File: src/rtl/rib_dma_master.sv
// rib_dma_master: word-copy DMA engine acting as a RIB bus initiator.
// A small register port (SRC, DST, LEN, CTRL/STATUS) configures a copy that
// alternates read and write beats until LEN words have moved or an abort lands.
// Optional build macro: RIB_DMA_IRQ_EN adds irq_o and the CTRL IRQ_MASK bit.
module rib_dma_master #(
   parameter int LEN_W = 16
) (
   input  logic        clk,
   input  logic        rst,
   input  logic        cfg_we_i,
   input  logic [3:0]  cfg_addr_i,
   input  logic [31:0] cfg_data_i,
   output logic [31:0] cfg_data_o,
   output logic        m_req_o,
   output logic        m_we_o,
   output logic [31:0] m_addr_o,
   output logic [31:0] m_data_o,
   input  logic [31:0] m_data_i,
   input  logic        m_ack_i
`ifdef RIB_DMA_IRQ_EN
   ,
   output logic        irq_o
`endif
);

   typedef enum logic [1:0] {IDLE = 2'd0, RD = 2'd1, WR = 2'd2, FIN = 2'd3} state_t;

   state_t             state;
   state_t             state_nx;
   logic [31:0]        src;
   logic [31:0]        dst;
   logic [LEN_W-1:0]   len;
   logic               done;
   logic               aborted;
   logic               irq_mask;
   logic [31:0]        src_ptr;
   logic [31:0]        dst_ptr;
   logic [LEN_W-1:0]   cnt;
   logic [31:0]        buffer;
   logic               abort_flag;

   logic               busy;
   logic               wr_src;
   logic               wr_dst;
   logic               wr_len;
   logic               wr_ctrl;
   logic               start;
   logic               abort_req;
   logic               abort_any;
   logic               unused_bits;

   assign busy      = (state != IDLE);
   assign wr_src    = cfg_we_i && (cfg_addr_i[3:2] == 2'd0);
   assign wr_dst    = cfg_we_i && (cfg_addr_i[3:2] == 2'd1);
   assign wr_len    = cfg_we_i && (cfg_addr_i[3:2] == 2'd2);
   assign wr_ctrl   = cfg_we_i && (cfg_addr_i[3:2] == 2'd3);
   assign start     = wr_ctrl && cfg_data_i[0] && !busy;
   // An abort only means something while a transfer is running.
   assign abort_req = wr_ctrl && cfg_data_i[3] && busy;
   // A request arriving on the very edge that completes a beat is honoured too.
   assign abort_any = abort_flag || abort_req;

`ifdef RIB_DMA_IRQ_EN
   assign unused_bits = ^{cfg_data_i[1], cfg_addr_i[1:0]};
   assign irq_o       = (done || aborted) && !irq_mask;
`else
   assign unused_bits = ^{cfg_data_i[5], cfg_data_i[1], cfg_addr_i[1:0]};
`endif

   // State register of the copy sequencer.
   always_ff @(posedge clk or posedge rst) begin
      if (rst) begin
         state <= IDLE;
      end else begin
         state <= state_nx;
      end
   end

   // Next-state logic: each beat advances only on its ack.
   always_comb begin
      state_nx = state;
      case (state)
         IDLE: begin
            if (start && (len != {LEN_W{1'b0}})) state_nx = RD;
            else                                 state_nx = IDLE;
         end
         RD: begin
            if (m_ack_i) state_nx = abort_any ? FIN : WR;
            else         state_nx = RD;
         end
         WR: begin
            if (m_ack_i) state_nx = (abort_any || (cnt == LEN_W'(1))) ? FIN : RD;
            else         state_nx = WR;
         end
         FIN:     state_nx = IDLE;
         default: state_nx = IDLE;
      endcase
   end

   // Bus outputs come straight from state and held registers, so they stay put while waiting.
   always_comb begin
      m_req_o  = 1'b0;
      m_we_o   = 1'b0;
      m_addr_o = 32'd0;
      m_data_o = 32'd0;
      case (state)
         RD: begin
            m_req_o  = 1'b1;
            m_addr_o = src_ptr;
         end
         WR: begin
            m_req_o  = 1'b1;
            m_we_o   = 1'b1;
            m_addr_o = dst_ptr;
            m_data_o = buffer;
         end
         default: begin
            m_req_o  = 1'b0;
         end
      endcase
   end

   // Configuration registers, sticky status and the working copies of the transfer.
   always_ff @(posedge clk or posedge rst) begin
      if (rst) begin
         src        <= 32'd0;
         dst        <= 32'd0;
         len        <= {LEN_W{1'b0}};
         done       <= 1'b0;
         aborted    <= 1'b0;
         irq_mask   <= 1'b0;
         src_ptr    <= 32'd0;
         dst_ptr    <= 32'd0;
         cnt        <= {LEN_W{1'b0}};
         buffer     <= 32'd0;
         abort_flag <= 1'b0;
      end else begin
         if (wr_src && !busy) src <= {cfg_data_i[31:2], 2'b00};
         if (wr_dst && !busy) dst <= {cfg_data_i[31:2], 2'b00};
         if (wr_len && !busy) len <= cfg_data_i[LEN_W-1:0];
         // Write-one-to-clear first; any set further down overrides it.
         if (wr_ctrl && cfg_data_i[2]) done    <= 1'b0;
         if (wr_ctrl && cfg_data_i[4]) aborted <= 1'b0;
`ifdef RIB_DMA_IRQ_EN
         if (wr_ctrl) irq_mask <= cfg_data_i[5];
`endif
         if (abort_req) abort_flag <= 1'b1;
         case (state)
            IDLE: begin
               if (start) begin
                  aborted    <= 1'b0;
                  abort_flag <= 1'b0;
                  if (len == {LEN_W{1'b0}}) begin
                     done <= 1'b1;
                  end else begin
                     done    <= 1'b0;
                     src_ptr <= src;
                     dst_ptr <= dst;
                     cnt     <= len;
                  end
               end
            end
            RD: begin
               if (m_ack_i) begin
                  buffer  <= m_data_i;
                  src_ptr <= src_ptr + 32'd4;
               end
            end
            WR: begin
               if (m_ack_i) begin
                  dst_ptr <= dst_ptr + 32'd4;
                  cnt     <= cnt - LEN_W'(1);
               end
            end
            FIN: begin
               if (abort_flag) aborted <= 1'b1;
               else            done    <= 1'b1;
               abort_flag <= 1'b0;
            end
            default: begin
               abort_flag <= 1'b0;
            end
         endcase
      end
   end

   // Register read mux; START and ABORT are strobes and always read as zero.
   always_comb begin
      cfg_data_o = 32'd0;
      case (cfg_addr_i[3:2])
         2'd0:    cfg_data_o = src;
         2'd1:    cfg_data_o = dst;
         2'd2:    cfg_data_o = {{(32-LEN_W){1'b0}}, len};
         2'd3:    cfg_data_o = {26'd0, irq_mask, aborted, 1'b0, done, busy, 1'b0};
         default: cfg_data_o = 32'd0;
      endcase
   end

endmodule

File: config.mk
export PLATFORM = sky130hd
export DESIGN_NAME = rib_dma_master
export DESIGN_NICKNAME = d
export VERILOG_FILES = /design/src/rtl/rib_dma_master.sv
export SDC_FILE = /design/constraint.sdc
export NUM_CORES = 1
export LEC_CHECK = 0
export ABC_CLOCK_PERIOD_IN_PS = 5170
export BUFFER_PORTS_ARGS = -buffer_cell sky130_fd_sc_hd__buf_2
export CAP_MARGIN = 20
export CORE_ASPECT_RATIO = 0.9
export CORE_UTILIZATION = 40
export CTS_CLUSTER_SIZE = 14
export DETAILED_ROUTE_END_ITERATION = 6
export GPL_ROUTABILITY_DRIVEN = 0
export PLACE_DENSITY = 0.59
export SYNTH_ARGS = -nofsm -noshare
export SYNTH_HDL_FRONTEND = slang
export SYNTH_SLANG_ARGS = --single-unit
File: constraint.sdc
create_clock -name clk -period 5.17 [get_ports clk]
set_clock_uncertainty 0.05 [all_clocks]
set_input_delay 0.2585 -clock clk [delete_from_list [all_inputs] [get_ports clk]]
set_output_delay 0.2585 -clock clk [all_outputs]
set_load 0.05 [all_outputs]
==> results.yml, run 1 <==
status:
  status: "completed"
worst_setup_path:
  critical_path_depth: 8
  critPathKind: "reg -> reg"
  reg2reg_depth: 8
  required_ns: 5.49
  critPathLaunchType: "flip-flop"
  cp.arrival_ns: 3.49
  end_kind: "flip-flop"
  crit_slowest_cell: "o21a_2"
  cp_cell_sequence: "inv_1 > ha_1 > mux2i_1 > a21oi_1 > o21a_2 > buf_4 > o211ai_1 > o21ai_1"
  crit_path_max_fanout: 44
  crit_family: "compound AO/OA/AOI/OAI gates"
  cp_num_buf_inv: 2
  critPathMaxStageDelay_ns: 0.84
synth:
  async_flop_share_pct: 100.0
  ys_seq_area_share_pct: 45.03
  synth_cells: 1078
  netlist.area_leader.share_pct: 45.03
  synth_area_per_cell_sq_um: 9.743
  ys.flop_type: "dfrtp_1"
  yosysWarnings: 1
  yosysTopAreaCell: "dfrtp_1"
  yosysUniqueCellTypes: 69
  synth.area.top_cells: "dfrtp_1 (45%), mux2_2 (8.4%), a21oi_1 (4.8%), nand2_1 (3.9%), mux2i_1 (3.4%)"
  synth_edf_count: 0
  syn_area_sq_um: 10500
  ys_ff_latch: 189
  yosysMostFrequentCell: "dfrtp_1"
  synthTopCellsByCount: "dfrtp_1 (189), nand2_1 (109), a21oi_1 (101)"
placement:
  hpwl_um: 22500
  place_area_sq_um: 11580
  port_buffers: 165
  place_inst: 1519
global_route:
  grt_pass1_wl_um: 52650
  antenna_found_initial: 0
  grt_overflow: 0
  track_usage_pct: 25.14
  grt_pass1_vias: 8987
  grt_max_degree: 159
detailed_routing:
  first_iter_violations: 871
  drc: 0
  avgViaCountPerCell: 5.837
  ant_nets: 0
  wl_per_cell_um: 20.74
  totalWireLength_um: 33120
  drtPass1Iterations: 6
  num_vias: 9321
die:
  fp-row-count: 55
  dieHeight_um: 155.7
  start_util_pct: 41.25
  dieArea_sq_um: 26910
  ios: 170
  dieWidth_um: 172.8
  core_sq_um: 25460
sta:
  hold_viol_final: 0
  worst_slew_pin_slew_ns: 1.133
  rsz0062_at_grt: "false"
  relSlewSlack_pct: 23.74
  fmax_mhz: 315.3
  tns_ns: 0
  setup_violations: 0
  min_period_over_period_pct: 61.35
  fin_crit_ns: 3.172
  maxSlewViolCount: 0
layout:
  final_cells: 1597
  postLayoutCellArea_sq_um: 12620
  layout-drive-gt1-share_pct: 25.18
  area_delta_synth_final_pct: 20.15
  regArea_sq_um: 4730
  fill_cells: 2491
  diodes: 0
  nets: 1322
  multi_input_area_sq_um: 5409
clocking:
  clk_pin_slew_ns: 0.07
  postCtsSetupRepairBufs: 0
  clk-insertion-delay-late_ns: 0.44
  cts_tree: "built"
  cts_resized: 0
  cts_buffers: 17
  htree_levels: 4
  cts.sinks: 189
  cts_root_buf: "clkbuf_16"
  clk_path_buf_depth: 2
power:
  seq_power_share_pct: 40.5
  ir_worst_vdd_mv: 0.3315
  p_sw_share_pct: 45.65
  p_int_mw: 4.145
  pwr-share-comb_pct: 42.3
  p_switching_mw: 3.481
  clockPowerShare_pct: 17.2
  leakage_nw: 5.400
  power_density_nw_per_um2: 604.4
worst_hold_path:
  min_path_type: "in -> reg"
  holdPathStages: 2
flow_run:
  cap_violations: 0
-- worst paths after layout --
check / from / end / slack [ns]
worst min-delay path: cfg_data_i[19] / src[19]$_DFFE_PP0P_ / 0.01
worst max-delay path: state[0]$_DFF_PP0_ / cnt[1]$_DFFE_PP0P_ / 2.00
max in group asynchronous: rst / dst[14]$_DFFE_PP0P_ / 3.34
min in group asynchronous: rst / buffer[16]$_DFFE_PP0P_ / 0.43
worst min register to register: buffer[26]$_DFFE_PP0P_ / buffer[26]$_DFFE_PP0P_ / 0.45
worst max register to register: state[0]$_DFF_PP0_ / cnt[1]$_DFFE_PP0P_ / 2.00
-- power by group through the flow --
| stage | Sequential, mW | Clock [mW] | Combinational [mW] |
|---|---|---|---|
| floorplan | 2.72 | 0 | 2.59 |
| global placement | 3.07 | 0 | 3.14 |
| detailed placement | 3.09 | 0 | 3.19 |
| CTS | 3.07 | 1.33 | 3.22 |
| global route | 3.21 | 1.39 | 3.52 |
| finish | 3.09 | 1.31 | 3.23 |
-- cell type report --
type / count / area share (%)
tap: 342 / 3.391
sequential: 189 / 37.48
clock inverter: 13 / 0.9519
clock buffer: 19 / 3.589
timing repair buffer: 225 / 11.13
multi-input combinational: 790 / 42.87
inverter: 19 / 0.5949
-- per-layer routing --
| metal | vias to the layer above | wire length, um | share of wire [%] | GRT usage (%) |
|---|---|---|---|---|
| li1 | 4316 | - | - | - |
| met1 | 4703 | 15650 | 47 | 36.38 |
| met2 | 264 | 15300 | 46 | 39.09 |
| met3 | 38 | 1600 | 4.8 | 3.899 |
| met4 | 0 | 563 | 1.7 | 6.743 |
| met5 | - | 0 | 0 | 0 |
-- state kept, by name (all words and copies together) (netlist names) --
signal / count
buffer: 32
cnt: 16
dst_ptr: 30
state: 2
done: 1
abort_flag: 1
dst: 30
src_ptr: 30
src: 30
aborted: 1
len: 16
-- metrics by stage --
stage	power, mW	setup WS (ns)	utilization, %	hold WS, ns
floorplan	5.312	2.168	-	0.3432
global placement	6.207	2.019	45.50	0.3771
detailed placement	6.273	2.033	45.50	0.3736
CTS	7.616	2.052	49.52	0.0005638
global route	8.114	1.834	49.56	0.006009
finish	7.626	1.998	49.56	0.01024
-- placed cells by master, fill, tap and decap left out, drive strengths merged, types with 29 or more instances in the layout --
cell type | Yosys | routed
a21oi | 101 | 101
and2 | 42 | 42
buf | 18 | 179
dfrtp | 189 | 189
dlygate4sd3 | 0 | 46
mux2 | 108 | 108
mux2i | 36 | 36
nand2 | 109 | 109
nand3 | 37 | 37
nor2 | 55 | 55
o21ai | 50 | 50
o22ai | 29 | 29
-- repair_timing --
action	in CTS	in global routing
hold buffers	45	1
hold endpoints to repair	75	1
endpoints found under the setup margin	0	0
-- worst reg2reg max path: stages (launching register included) --
cell and delay [ns]:
dfrtp_1 0.41, inv_1 0.13, ha_1 0.50, mux2i_1 0.17
a21oi_1 0.36, o21a_2 0.84, buf_4 0.40, o211ai_1 0.14
o21ai_1 0.10
-- kinds of logic after synthesis --
group / count (synthesis) / synth area share [%]
other cells: 1 / 0.03571
simple gates: 350 / 17.50
buf+inv: 100 / 3.812
compound gates: 284 / 17.23
mux: 146 / 15.44
fa+ha+maj: 8 / 0.9531
flops: 189 / 45.03
No activity file was read; power rests on OpenSTA's default activity.
==> inputs of run 2 (changes only) <==
--- a/config.mk
+++ b/config.mk
@@ -5,7 +5,8 @@
 export SDC_FILE = /design/constraint.sdc
 export NUM_CORES = 1
 export LEC_CHECK = 0
-export ABC_CLOCK_PERIOD_IN_PS = 5170
+export ABC_AREA = 1
+export ABC_CLOCK_PERIOD_IN_PS = 2800
 export BUFFER_PORTS_ARGS = -buffer_cell sky130_fd_sc_hd__buf_2
 export CAP_MARGIN = 20
 export CORE_ASPECT_RATIO = 0.9
==> constraint.sdc (replaced) <==
create_clock -name clk -period 2.8 [get_ports clk]
set_clock_uncertainty 0.05 [all_clocks]
set_input_delay 0.14 -clock clk [delete_from_list [all_inputs] [get_ports clk]]
set_output_delay 0.14 -clock clk [all_outputs]
set_load 0.05 [all_outputs]
==> results.yml, run 2 <==
synth:
  synthTopCellsByCount: "nand2_1 (546), inv_1 (210), dfrtp_1 (189)"
  synth_cells: 1616
  synth.area.top_cells: "dfrtp_1 (42%), nand2_1 (18%), inv_1 (7.0%), o21ai_0 (6.6%), nor2_1 (5.1%)"
  syn_area_sq_um: 11250
  netlist.area_leader.share_pct: 42.03
  synth_edf_count: 0
  async_flop_share_pct: 100.0
  yosysTopAreaCell: "dfrtp_1"
  ys_ff_latch: 189
  ys_seq_area_share_pct: 42.03
  yosysWarnings: 1
  synth_area_per_cell_sq_um: 6.963
  yosysMostFrequentCell: "nand2_1"
  ys.flop_type: "dfrtp_1"
  yosysUniqueCellTypes: 41
sta:
  worst_slew_pin_slew_ns: 0.6566
  fin_crit_ns: 2.679
  relSlewSlack_pct: 56.23
  maxSlewViolCount: 0
  rsz0062_at_grt: "false"
  tns_ns: 0
  hold_viol_final: 0
  setup_violations: 0
  fmax_mhz: 373.3
  min_period_over_period_pct: 95.68
layout:
  final_cells: 2184
  diodes: 0
  top_register: "buffer"
  mostFrequentLayoutCell: "nand2_1"
  regArea_sq_um: 4730
  final_cell_mix: "nand2_1 (544), inv_1 (209), dfrtp_1 (189)"
  fill_cells: 2739
  multi_input_area_sq_um: 5401
  nets: 1897
  area_delta_synth_final_pct: 21.68
  layout-drive-gt1-share_pct: 15.63
  largest_reg_flops: 32
global_route:
  grt_overflow: 0
  grt.met1_usage_pct: 37.45
  grt_pass1_vias: 10306
  grt_pass1_wl_um: 56220
  track_usage_pct: 25.30
  grt_max_degree: 101
  grt_util_met3_pct: 5.532
  use_met2_pct: 37.54
  gr-max-usage-layer: "met2"
  antenna_found_initial: 0
placement:
  place_inst: 2087
  hpwl_um: 24850
  port_buffers: 165
flow_run:
  cap_violations: 0
power:
  power_density_nw_per_um2: 1039
  p_switching_mw: 6.926
  seq_power_share_pct: 38.1
  pwr-share-comb_pct: 44.1
  p_sw_share_pct: 48.67
  ir_worst_vdd_mv: 0.4909
  p_int_mw: 7.305
  leakage_nw: 7.174
  clockPowerShare_pct: 17.8
worst_setup_path:
  required_ns: 2.61
  cp.arrival_ns: 2.49
  end_kind: "primary output"
  critPathLaunchType: "flip-flop"
  timing.rr.start: "state[0]$_DFF_PP0_"
  crit_path_max_fanout: 26
  crit_start: "state[0]$_DFF_PP0_"
  critPathKind: "reg -> out"
  reg2reg_depth: 9
  worstReg2RegEnd: "src_ptr[25]$_DFFE_PP0P_"
  reg2reg_setup_slack_ns: 0.56
  endpoint: "m_addr_o[17]"
detailed_routing:
  avgViaCountPerCell: 5.086
  ant_nets: 0
  drc: 5
  wl_per_cell_um: 16.17
  first_iter_violations: 1050
  totalWireLength_um: 35310
  drtPass1Iterations: 7
  num_vias: 11107
worst_hold_path:
  holdPathStages: 3
  min_path_type: "in -> reg"
clocking:
  htree_levels: 4
  clk_path_buf_depth: 2
  cts_root_buf: "clkbuf_16"
  clk_pin_slew_ns: 0.09
  clk-insertion-delay-late_ns: 0.46
  cts_tree: "built"
  cts.sinks: 189
  cts_buffers: 17
die:
  ios: 170
  dieWidth_um: 178.8
  core_sq_um: 27310
  dieHeight_um: 161.1
  fp-row-count: 57
  start_util_pct: 41.19
  dieArea_sq_um: 28810
status:
  violations: "DRC"
  status: "finished, violations left"
## run 2: cell types whose count changed in the layout (fill, tap and decap cells not counted), sizes merged, moves of 19 or more
cell | previous run | this run
mux2i | 36 | 0
nand3 | 37 | 79
o22ai | 29 | 3
inv | 25 | 219
a21oi | 101 | 44
dlygate4sd3 | 46 | 65
and2 | 42 | 0
nand2 | 109 | 551
nor2 | 55 | 162
mux2 | 108 | 32
o21ai | 50 | 160
## run 2: logic make-up (layout without fill, tap and decap cells)
| family | Yosys count | after routing | synth area share [%] |
|---|---|---|---|
| compound gates | 251 | 251 | 12.43 |
| other cells | 1 | 2 | 0.03333 |
| buf+inv | 286 | 499 | 10.17 |
| flops | 189 | 189 | 42.03 |
| simple gates | 846 | 846 | 31.00 |
| fa+ha+maj | 8 | 8 | 0.8896 |
| mux | 32 | 32 | 3.203 |
| xor+xnor | 3 | 3 | 0.2336 |
## run 2: metal layers
| layer | wire [um] | share of wire (%) |
|---|---|---|
| met1 | 16900 | 48 |
| met5 | 0 | 0 |
| met2 | 15450 | 44 |
| met4 | 447 | 1.3 |
| met3 | 2516 | 7.1 |
## run 2: area by class of cell
cell class / instances / share of cell area, %
well taps: 354 / 3.235
multi-input cells: 1142 / 39.45
clock inverters: 15 / 1.362
flip-flops and latches: 189 / 34.54
clock buffers: 17 / 3.107
inverters: 215 / 5.922
repair buffers: 252 / 12.38
## run 2: critical path, stage by stage (launching register included)
cell	delay (ns)
dfrtp_1	0.41
inv_1	0.12
ha_4	0.37
buf_4	0.36
nand2_1	0.15
a21oi_1	0.26
buf_2	0.32
## run 2: repair_timing
| action | 4_1_cts | 5_1_grt |
|---|---|---|
| hold endpoints to repair | 295 | 0 |
| setup buffers | 0 | 0 |
| resized for setup | 0 | 1 |
| hold buffers | 65 | 0 |
| endpoints found under the setup margin | 0 | 3 |
## run 2: how the worst min path moves through the flow
stage                         startpoint                endpoint  slack [ns]
after floorplan             m_data_i[21]  buffer[21]$_DFFE_PP0P_        0.24
after global placement               rst  buffer[18]$_DFFE_PP0P_        0.30
after detailed placement             rst  buffer[15]$_DFFE_PP0P_        0.30
after CTS                 cfg_data_i[14]     dst[14]$_DFFE_PP0P_       0.009
after global routing      cfg_data_i[14]     len[14]$_DFFE_PP0P_        0.03
final                     cfg_data_i[14]     dst[14]$_DFFE_PP0P_        0.01
## run 2: power groups by stage
stage | Combinational [mW] | Clock [mW] | Sequential [mW]
after floorplan | 4.85 | 0 | 4.91
after global placement | 6.08 | 0 | 5.37
after detailed placement | 6.19 | 0 | 5.40
after CTS | 6.29 | 2.58 | 5.37
after global routing | 7.06 | 2.69 | 5.60
final | 6.28 | 2.53 | 5.42
## run 2: metrics by stage
step	setup WS (ns)	util, %	hold WS, ns	instance area, sq um	total power [mW]
CTS	0.1154	50.11	0.008504	13690	14.23
global placement	0.6115	45.49	0.3034	12430	11.45
floorplan	0.1661	-	0.2406	11260	9.767
detailed placement	0.5927	45.49	0.2989	12430	11.60
global route	0.01438	50.13	0.03271	13690	15.35
finish	0.1211	50.13	0.01363	13690	14.23
==> inputs of run 3 (changes only) <==
--- a/config.mk
+++ b/config.mk
@@ -6,7 +6,7 @@
 export NUM_CORES = 1
 export LEC_CHECK = 0
 export ABC_AREA = 1
-export ABC_CLOCK_PERIOD_IN_PS = 2800
+export ABC_CLOCK_PERIOD_IN_PS = 3100
 export BUFFER_PORTS_ARGS = -buffer_cell sky130_fd_sc_hd__buf_2
 export CAP_MARGIN = 20
 export CORE_ASPECT_RATIO = 0.9
@@ -14,7 +14,7 @@
 export CTS_CLUSTER_SIZE = 14
 export DETAILED_ROUTE_END_ITERATION = 6
 export GPL_ROUTABILITY_DRIVEN = 0
-export PLACE_DENSITY = 0.59
+export PLACE_DENSITY = 0.56
 export SYNTH_ARGS = -nofsm -noshare
 export SYNTH_HDL_FRONTEND = slang
 export SYNTH_SLANG_ARGS = --single-unit
==> constraint.sdc (replaced) <==
create_clock -name clk -period 3.1 [get_ports clk]
set_clock_uncertainty 0.05 [all_clocks]
set_input_delay 0.155 -clock clk [delete_from_list [all_inputs] [get_ports clk]]
set_output_delay 0.155 -clock clk [all_outputs]
set_load 0.05 [all_outputs]
==> results.yml, run 3 (same netlist as run 2, synthesis figures left out) <==
detailed_routing:
  avgViaCountPerCell: 5.049
  first_iter_violations: 992
  ant_nets: 0
  wl_per_cell_um: 16.40
  totalWireLength_um: 35820
  drc: 0
  drtPass1Iterations: 5
  num_vias: 11026
die:
  core_sq_um: 27310
  dieHeight_um: 161.1
  dieArea_sq_um: 28810
  ios: 170
  dieWidth_um: 178.8
  start_util_pct: 41.19
  fp-row-count: 57
worst_setup_path:
  cp_cell_sequence: "inv_1 > ha_2 > buf_4 > nand2_1 > a21oi_1 > buf_2"
  crit_path_max_fanout: 59
  worstReg2RegEnd: "src_ptr[29]$_DFFE_PP0P_"
  reg2reg_depth: 9
  timing.rr.start: "state[0]$_DFF_PP0_"
  cp.arrival_ns: 2.54
  required_ns: 2.89
  crit_slowest_cell: "buf_4"
  crit_start: "state[1]$_DFF_PP0_"
  critPathLaunchType: "flip-flop"
  endpoint: "m_addr_o[17]"
  critPathMaxStageDelay_ns: 0.51
  critPathKind: "reg -> out"
  end_kind: "primary output"
  reg2reg_setup_slack_ns: 0.87
placement:
  hpwl_um: 25800
  port_buffers: 165
  place_area_sq_um: 12410
  place_inst: 2088
layout:
  final_cell_mix: "nand2_1 (544), inv_1 (209), dfrtp_1 (189)"
  layout-drive-gt1-share_pct: 15.63
  diodes: 0
  largest_reg_flops: 32
  final_cells: 2184
  area_delta_synth_final_pct: 21.34
  top_register: "buffer"
  mostFrequentLayoutCell: "nand2_1"
  nets: 1897
  postLayoutCellArea_sq_um: 13650
power:
  leakage_nw: 7.162
  power_density_nw_per_um2: 941.9
  ir_worst_vdd_mv: 0.4609
clocking:
  cts.sinks: 189
  cts_tree: "built"
  cts_buffers: 17
  ctsHoldBuffers: 64
  cts_root_buf: "clkbuf_16"
  htree_levels: 4
  clk-insertion-delay-late_ns: 0.45
  clk_path_buf_depth: 2
  postCtsSetupRepairBufs: 0
  cts_resized: 0
  clk_pin_slew_ns: 0.08
status:
  status: "completed"
sta:
  setup_violations: 0
  worst_slew_pin_slew_ns: 0.8294
  hold_viol_final: 0
  maxSlewViolCount: 0
  relSlewSlack_pct: 44.59
  min_period_over_period_pct: 88.45
  fmax_mhz: 364.7
  rsz0062_at_grt: "false"
  tns_ns: 0
  fin_crit_ns: 2.742
global_route:
  grt_pass1_wl_um: 56940
  track_usage_pct: 25.66
  antenna_found_initial: 2
  grt_overflow: 0
  grt_max_degree: 61
  grt_pass1_vias: 10350
worst_hold_path:
  min_path_type: "in -> reg"
flow_run:
  cap_violations: 0
-- run 3: cell count changes in the layout (fill, tap and decap cells not counted), moves of 2 or more --
cell / delta
buf_12: -2
inv_8: +2
inv_6: -2
clkinv_8: -4
clkbuf_8: +2
buf_4: +4
-- run 3: power by group --
part	total [mW]	switching, mW	internal, mW	leakage, nW
clock	2.30	1.10	1.19	0.286
combinational	5.68	3.85	1.83	4.54
sequential	4.88	1.24	3.65	2.34
total	12.9	6.19	6.67	7.16
-- run 3: per-layer routing --
| metal | part of all wire (%) | global-route usage, % | vias to the layer above |
|---|---|---|---|
| met1 | 50 | 39.06 | 5129 |
| met5 | 0 | 0 | - |
| met4 | 1.8 | 6.780 | 0 |
| met3 | 6.9 | 4.449 | 34 |
| li1 | - | - | 5523 |
| met2 | 42 | 37.14 | 340 |
-- run 3: how the worst min path moves through the flow --
stage | end | depth (start not counted) | start | slack [ns]
after floorplan | buffer[21]$_DFFE_PP0P_ | 1 | m_data_i[21] | 0.26
after global routing | src[3]$_DFFE_PP0P_ | 3 | cfg_data_i[3] | 0.02
after global placement | buffer[14]$_DFFE_PP0P_ | 2 | rst | 0.30
after detailed placement | buffer[14]$_DFFE_PP0P_ | 2 | rst | 0.31
after CTS | len[3]$_DFFE_PP0P_ | 3 | cfg_data_i[3] | 0.005
final | len[3]$_DFFE_PP0P_ | 3 | cfg_data_i[3] | 0.02
-- run 3: area by class of cell --
class / count / area, sq um
clock buffers: 20 / 456.7
clock inverters: 12 / 147.6
fillers: 2744 / 13660
inverters: 215 / 810.8
multi-input cells: 1142 / 5401
flip-flops and latches: 189 / 4730
well taps: 354 / 442.9
repair buffers: 252 / 1664
-- run 3: critical path: cells and delay by family (launching register included) --
family / cells / cell delay, ns
simple gates: 1 / 0.13
compound gates: 1 / 0.28
flops: 1 / 0.42
fa+ha+maj: 1 / 0.28
buf+inv: 3 / 0.92
-- run 3: through the flow --
step	util, %	setup slack, ns	power [mW]	hold slack [ns]
CTS	49.98	0.3595	12.86	0.005009
finish	49.98	0.3581	12.86	0.01754
global route	49.98	0.2239	13.85	0.02245
floorplan	-	0.4511	8.822	0.2556
global placement	45.43	0.8778	10.34	0.3026
detailed placement	45.43	0.8605	10.48	0.3068
